<file path="config.mk">
export PLATFORM = sky130hd
export DESIGN_NAME = eth_pkt_tx
export DESIGN_NICKNAME = d
export VERILOG_FILES = /design/src/rtl/eth_pkt_pkg.sv /design/src/rtl/eth_tx_pld_buf.sv /design/src/rtl/eth_pkt_tx.sv
export SDC_FILE = /design/constraint.sdc
export NUM_CORES = 1
export LEC_CHECK = 0
export CAP_MARGIN = 15
export CORE_MARGIN = 1
export CORE_UTILIZATION = 40
export CTS_CLUSTER_SIZE = 25
export DETAILED_ROUTE_END_ITERATION = 12
export SYNTH_ARGS = -nofsm -noshare
export SYNTH_HDL_FRONTEND = slang
export SYNTH_SLANG_ARGS = --single-unit
</file>
<file path="constraint.sdc">
create_clock -name clk -period 12 [get_ports clk]
set_clock_uncertainty 0.1 [all_clocks]
set_input_delay 2.4 -clock clk [delete_from_list [all_inputs] [get_ports clk]]
set_output_delay 2.4 -clock clk [all_outputs]
set_load 0.05 [all_outputs]
</file>
<file path="src/rtl/eth_pkt_pkg.sv">
// Shared types and constants for the switch-port packet transmitter.
// Header words are selected by index so the framing order lives in one place.
package eth_pkt_pkg;

    typedef enum logic [2:0] {IDLE, WAIT, DST, SRC, PLD, GAP} tx_state_t;

    localparam logic W_DST = 1'b0;
    localparam logic W_SRC = 1'b1;

    localparam logic [31:0] PORTA_ADDR = 32'h0000_A000;
    localparam logic [31:0] PORTB_ADDR = 32'h0000_B000;

    function automatic logic [31:0] hdr_word(input logic idx, input logic [31:0] dst,
                                             input logic [31:0] src);
        return (idx == W_DST) ? dst : src;
    endfunction

endpackage

</file>
<file path="src/rtl/eth_tx_pld_buf.sv">
// First-word-fall-through payload FIFO: head always shows the oldest word.
// Pushes while full are dropped; pops on an empty buffer are ignored.
module eth_tx_pld_buf #(
    parameter int DEPTH = 16,
    parameter int CNT_W = $clog2(DEPTH + 1)
) (
    input  logic             clk,
    input  logic             rstN,
    input  logic             push,
    input  logic [31:0]      push_data,
    input  logic             pop,
    output logic [31:0]      head,
    output logic             full,
    output logic [CNT_W-1:0] count
);
    localparam int AW = (DEPTH > 1) ? $clog2(DEPTH) : 1;

    logic [31:0]      mem [DEPTH];
    logic [AW-1:0]    wr_ptr_q;
    logic [AW-1:0]    rd_ptr_q;
    logic [CNT_W-1:0] count_q;
    logic             do_push;
    logic             do_pop;

    function automatic logic [AW-1:0] ptr_inc(input logic [AW-1:0] p);
        return (p == AW'(DEPTH - 1)) ? '0 : p + 1'b1;
    endfunction

    assign do_push = push && !full;
    assign do_pop  = pop && (count_q != '0);

    always_ff @(posedge clk or negedge rstN) begin
        if (!rstN) begin
            wr_ptr_q <= '0;
            rd_ptr_q <= '0;
            count_q  <= '0;
        end else begin
            if (do_push) wr_ptr_q <= ptr_inc(wr_ptr_q);
            if (do_pop)  rd_ptr_q <= ptr_inc(rd_ptr_q);
            count_q <= count_q + CNT_W'(do_push) - CNT_W'(do_pop);
        end
    end

    // Storage needs no reset: the pointers define which entries are live.
    always_ff @(posedge clk) begin
        if (do_push) mem[wr_ptr_q] <= push_data;
    end

    assign head  = mem[rd_ptr_q];
    assign full  = (count_q == CNT_W'(DEPTH));
    assign count = count_q;

endmodule

</file>
<file path="src/rtl/eth_pkt_tx.sv">
// Frames buffered payload into gapless sop/eop packets for one switch input port.
// The state names the word currently held in the output register (DST, SRC, PLD).
module eth_pkt_tx
    import eth_pkt_pkg::*;
#(
    parameter logic [31:0] SRC_ADDR = 32'hABCD,
    parameter int          MAX_LEN  = 16,
    parameter int          IPG      = 1,
    parameter int          LEN_W    = $clog2(MAX_LEN + 1)
) (
    input  logic             clk,
    input  logic             rstN,
    input  logic             desc_valid,
    output logic             desc_ready,
    input  logic [31:0]      desc_dst,
    input  logic [LEN_W-1:0] desc_len,
    input  logic             pld_valid,
    output logic             pld_ready,
    input  logic [31:0]      pld_data,
    input  logic             tx_stall,
    output logic [31:0]      outData,
    output logic             sopO,
    output logic             eopO,
    output logic             tx_busy,
    output logic             err_len,
    output logic [15:0]      pkt_cnt
);
    tx_state_t        state_q, state_d;
    logic [31:0]      dst_q, dst_d;
    logic [LEN_W-1:0] len_q, len_d;
    logic [LEN_W-1:0] rem_q, rem_d;
    logic [3:0]       gap_q, gap_d;
    logic [31:0]      out_q, out_d;
    logic             sop_q, sop_d;
    logic             eop_q, eop_d;
    logic             err_q, err_d;
    logic             busy_q;
    logic [15:0]      pkt_cnt_q;
    logic             pop;
    logic [31:0]      buf_head;
    logic             buf_full;
    logic [LEN_W-1:0] buf_count;

    eth_tx_pld_buf #(.DEPTH(MAX_LEN), .CNT_W(LEN_W)) u_buf (
        .clk       (clk),
        .rstN      (rstN),
        .push      (pld_valid),
        .push_data (pld_data),
        .pop       (pop),
        .head      (buf_head),
        .full      (buf_full),
        .count     (buf_count)
    );

    always_comb begin
        state_d = state_q;
        dst_d   = dst_q;
        len_d   = len_q;
        rem_d   = rem_q;
        gap_d   = gap_q;
        out_d   = '0;
        sop_d   = 1'b0;
        eop_d   = 1'b0;
        err_d   = 1'b0;
        pop     = 1'b0;
        case (state_q)
            IDLE: if (desc_valid) begin
                if (desc_len == '0 || desc_len > LEN_W'(MAX_LEN)) begin
                    err_d = 1'b1;
                end else begin
                    dst_d   = desc_dst;
                    len_d   = desc_len;
                    state_d = WAIT;
                end
            end
            // Start only with the whole payload buffered, so the packet cannot gap.
            WAIT: if (buf_count >= len_q && !tx_stall) begin
                out_d   = hdr_word(W_DST, dst_q, SRC_ADDR);
                sop_d   = 1'b1;
                state_d = DST;
            end
            DST: begin
                out_d   = hdr_word(W_SRC, dst_q, SRC_ADDR);
                state_d = SRC;
            end
            SRC: begin
                pop     = 1'b1;
                out_d   = buf_head;
                eop_d   = (len_q == LEN_W'(1));
                rem_d   = len_q - 1'b1;
                state_d = PLD;
            end
            PLD: if (rem_q != '0) begin
                pop   = 1'b1;
                out_d = buf_head;
                eop_d = (rem_q == LEN_W'(1));
                rem_d = rem_q - 1'b1;
            end else if (IPG == 0) begin
                state_d = IDLE;
            end else begin
                gap_d   = 4'(IPG - 1);
                state_d = GAP;
            end
            GAP: if (gap_q == '0) state_d = IDLE;
                 else gap_d = gap_q - 4'd1;
            default: state_d = IDLE;
        endcase
    end

    always_ff @(posedge clk or negedge rstN) begin
        if (!rstN) begin
            state_q   <= IDLE;
            dst_q     <= '0;
            len_q     <= '0;
            rem_q     <= '0;
            gap_q     <= '0;
            out_q     <= '0;
            sop_q     <= 1'b0;
            eop_q     <= 1'b0;
            err_q     <= 1'b0;
            busy_q    <= 1'b0;
            pkt_cnt_q <= '0;
        end else begin
            state_q   <= state_d;
            dst_q     <= dst_d;
            len_q     <= len_d;
            rem_q     <= rem_d;
            gap_q     <= gap_d;
            out_q     <= out_d;
            sop_q     <= sop_d;
            eop_q     <= eop_d;
            err_q     <= err_d;
            busy_q    <= (state_d != IDLE);
            pkt_cnt_q <= pkt_cnt_q + 16'(eop_d);
        end
    end

    assign desc_ready = (state_q == IDLE);
    assign pld_ready  = !buf_full;
    assign outData    = out_q;
    assign sopO       = sop_q;
    assign eopO       = eop_q;
    assign tx_busy    = busy_q;
    assign err_len    = err_q;
    assign pkt_cnt    = pkt_cnt_q;

endmodule

</file>
==> flow_summary.json <==
{
  "status": "finished, final reports clean",
  "synthSimpleGateAreaFrac": 0.0300,
  "finalCritPeriodShare": 0.401,
  "hold_path_class": "reg -> reg",
  "worstSetupPathType": "reg -> out",
  "grt_pass1_wl_mm": 77.5,
  "cts_setup_buffers": 0,
  "cp_max_fo": 12,
  "portBuffers": 127,
  "syn_inst": 1236,
  "drtIter0Drc": 721,
  "cp-startpoint": "state_q[2]",
  "std_cell_rows": 90,
  "die_w_um": 250,
  "path_clk_slew_ps": 60,
  "cts_tree": "built",
  "grt_max_degree": 100,
  "synth_compound_area_frac": 0.0228,
  "final_cell_mix": "edfxtp_1, mux4_2, clkdlybuf4s50_1",
  "muxShareOfSynthArea": 0.164,
  "relSlewSlack": 0.274,
  "rsz0062_at_grt": "false",
  "viasPerCell": 5.28,
  "synthAdderAreaFrac": 0.0135,
  "hold_ws_ps": 363,
  "setup_viol": 0,
  "initial_core_util": 0.406,
  "worstPathCellList": "nor3_2, clkdlybuf4s50_1",
  "ir_worst_vdd_mv": 0.192,
  "hold_start": "dst_q[1]",
  "totalWireLength_mm": 50.4,
  "diodes": 0,
  "post-route-drc-count": 0,
  "synth_edf_count": 512,
  "wl_per_cell_um": 22.5,
  "critPathArrivalTime_ps": 2320,
  "hold_buffers": 0,
  "synthXorXnorAreaFrac": 0.00961,
  "power_leakage_nw": 9.90,
  "final_nets": 1499,
  "slew_violations": 0,
  "worst_ep_required_time_ps": 9500,
  "coreArea_sq_um": 60600,
  "final_cells": 2238,
  "end_kind": "primary output",
  "area_growth_pct": 18.1,
  "die-area_sq_um": 62500,
  "startpoint_type": "flip-flop",
  "root_buffer": "clkbuf_16",
  "dr_total_vias": 11800,
  "ys_seq_area_frac": 0.741,
  "max_freq_ghz": 0.208,
  "drive_above_1_share": 0.271,
  "critPathSlowestCell": "clkdlybuf4s50_1",
  "ctsResizeCount": 0,
  "synth_seq_cells": 626,
  "dpl.hpwl_mm": 28.5,
  "dpl.cell_count": 2110,
  "fin_tns_setup_ps": 0,
  "period_minus_slack_ps": 4820,
  "dr.pass1.iters": 5,
  "power_mw": 6.66,
  "gr-total-overflow": 0,
  "max_stage_delay_ps": 870,
  "power_density_nw_per_um2": 229,
  "die-height_um": 250,
  "cts_sinks": 626,
  "synth_top_family_by_area": "multiplexers",
  "io_pins": 128,
  "synth_flop_cell": "edfxtp_1",
  "ant_nets": 0,
  "numCtsBuffers": 69,
  "synth_area_sq_um": 24600,
  "finalHoldViolCount": 0,
  "worst_pin_slew_ps": 1090,
  "grt_pass1_vias": 12700,
  "fillers": 5010,
  "ys_warn_count": 0,
  "final_common_cell": "edfxtp_1",
  "clockBufferDepth": 3,
  "syn_avg_cell_area_sq_um": 19.9,
  "synth_fp_nets": 1336,
  "h-tree-depth": 3,
  "drv_cap": 0,
  "gp_congestion": 0.775,
  "r2r-start": "u_buf.rd_ptr_q[3]",
  "ys_async_sr_fraction": 0.182,
  "grt_use_total": 0.166,
  "antenna_found_initial": 0,
  "synth.distinct_cells": 53,
  "worstSkewPairLatency_ps": 600
}
## power by group
group / total (mW) / internal [mW] / switching, mW
combinational: 1.78 / 0.874 / 0.902
sequential: 2.86 / 2.65 / 0.208
clock: 2.03 / 1.20 / 0.831
## cells by family after synthesis
logic type	count (synthesis)
compound gates	84
xor+xnor	27
fa+ha+maj	26
buf+inv	92
flops	626
mux	231
simple gates	150
## worst paths after layout
| kind | slack (ps) | end | cells after the start |
|---|---|---|---|
| min in group asynchronous | 1630 | pkt_cnt[15] | 1 |
| hold reg to reg | 360 | outData[1] | 2 |
| setup reg to reg | 8310 | outData[10] | 6 |
| setup / recovery | 7180 | desc_ready | 2 |
| max in group asynchronous | 8800 | u_buf.rd_ptr_q[2] | 2 |
| hold / removal | 360 | outData[1] | 2 |
## synth_stat cells (2+ instances only)
cell | instances | share of area
nand3_1 | 17 | 0.0035
nor2_1 | 13 | 0.0020
nor3b_1 | 4 | 0.0012
nor3_1 | 8 | 0.0016
a21o_1 | 3 | 0.00092
nand4_1 | 6 | 0.0015
ha_1 | 25 | 0.013
nand2b_1 | 3 | 0.00076
a21oi_1 | 17 | 0.0035
edfxtp_1 | 512 | 0.63
nor2b_1 | 2 | 0.00051
buf_6 | 8 | 0.0037
mux4_2 | 128 | 0.12
o21ai_0 | 13 | 0.0026
a31oi_1 | 3 | 0.00076
or3b_1 | 2 | 0.00071
nand2_1 | 71 | 0.011
nor4_1 | 6 | 0.0015
xor2_1 | 5 | 0.0018
mux2_2 | 103 | 0.047
a22oi_1 | 33 | 0.010
buf_4 | 3 | 0.00092
xnor2_1 | 22 | 0.0078
buf_2 | 33 | 0.0067
and3_1 | 3 | 0.00076
inv_1 | 30 | 0.0046
dfrtp_1 | 114 | 0.12
clkbuf_1 | 16 | 0.0024
or2_2 | 2 | 0.00051
o211ai_1 | 2 | 0.00061
o21ai_1 | 3 | 0.00061
and2_1 | 5 | 0.0013
## cell type report
type                       count  area [sq um]  share of cell area
clock buffer                  97          2020              0.0694
clock inverter                31           213             0.00732
inverter                      31           116             0.00401
multi-input combinational    518          6010               0.207
sequential                   626         18200               0.628
tap                          782           978              0.0337
timing repair buffer         153          1480              0.0509
## through the flow
step	area (sq um)	util	setup WS, ps
detailed placement	26800	0.443	6900
finish	29100	0.480	7180
floorplan	24600	-	5770
global placement	26800	0.443	6970
global route	29100	0.480	7060
CTS	29100	0.480	7140
## metal layers
metal | wire length, um | global-route usage
met5 | 0 | 0
met4 | 903 | 0.0431
met3 | 2060 | 0.0326
met2 | 25000 | 0.273
met1 | 22500 | 0.226
## registers in the layout, indices dropped and copies added (netlist names), 4 cells and up
| signal | flops |
|---|---|
| u_buf.mem | 512 |
| u_buf.rd_ptr_q | 4 |
| u_buf.wr_ptr_q | 4 |
| gap_q | 4 |
| u_buf.count | 5 |
| rem_q | 5 |
| len_q | 5 |
| pkt_cnt | 16 |
| outData | 32 |
| dst_q | 32 |
## worst max-delay path, delay by kind of cell, from the launching register on
family,cells,cell delay (ps)
flip-flops,1,500
AND/OR/NAND/NOR,1,370
buffers and inverters,1,870
Power figures use the tool's default switching activity.
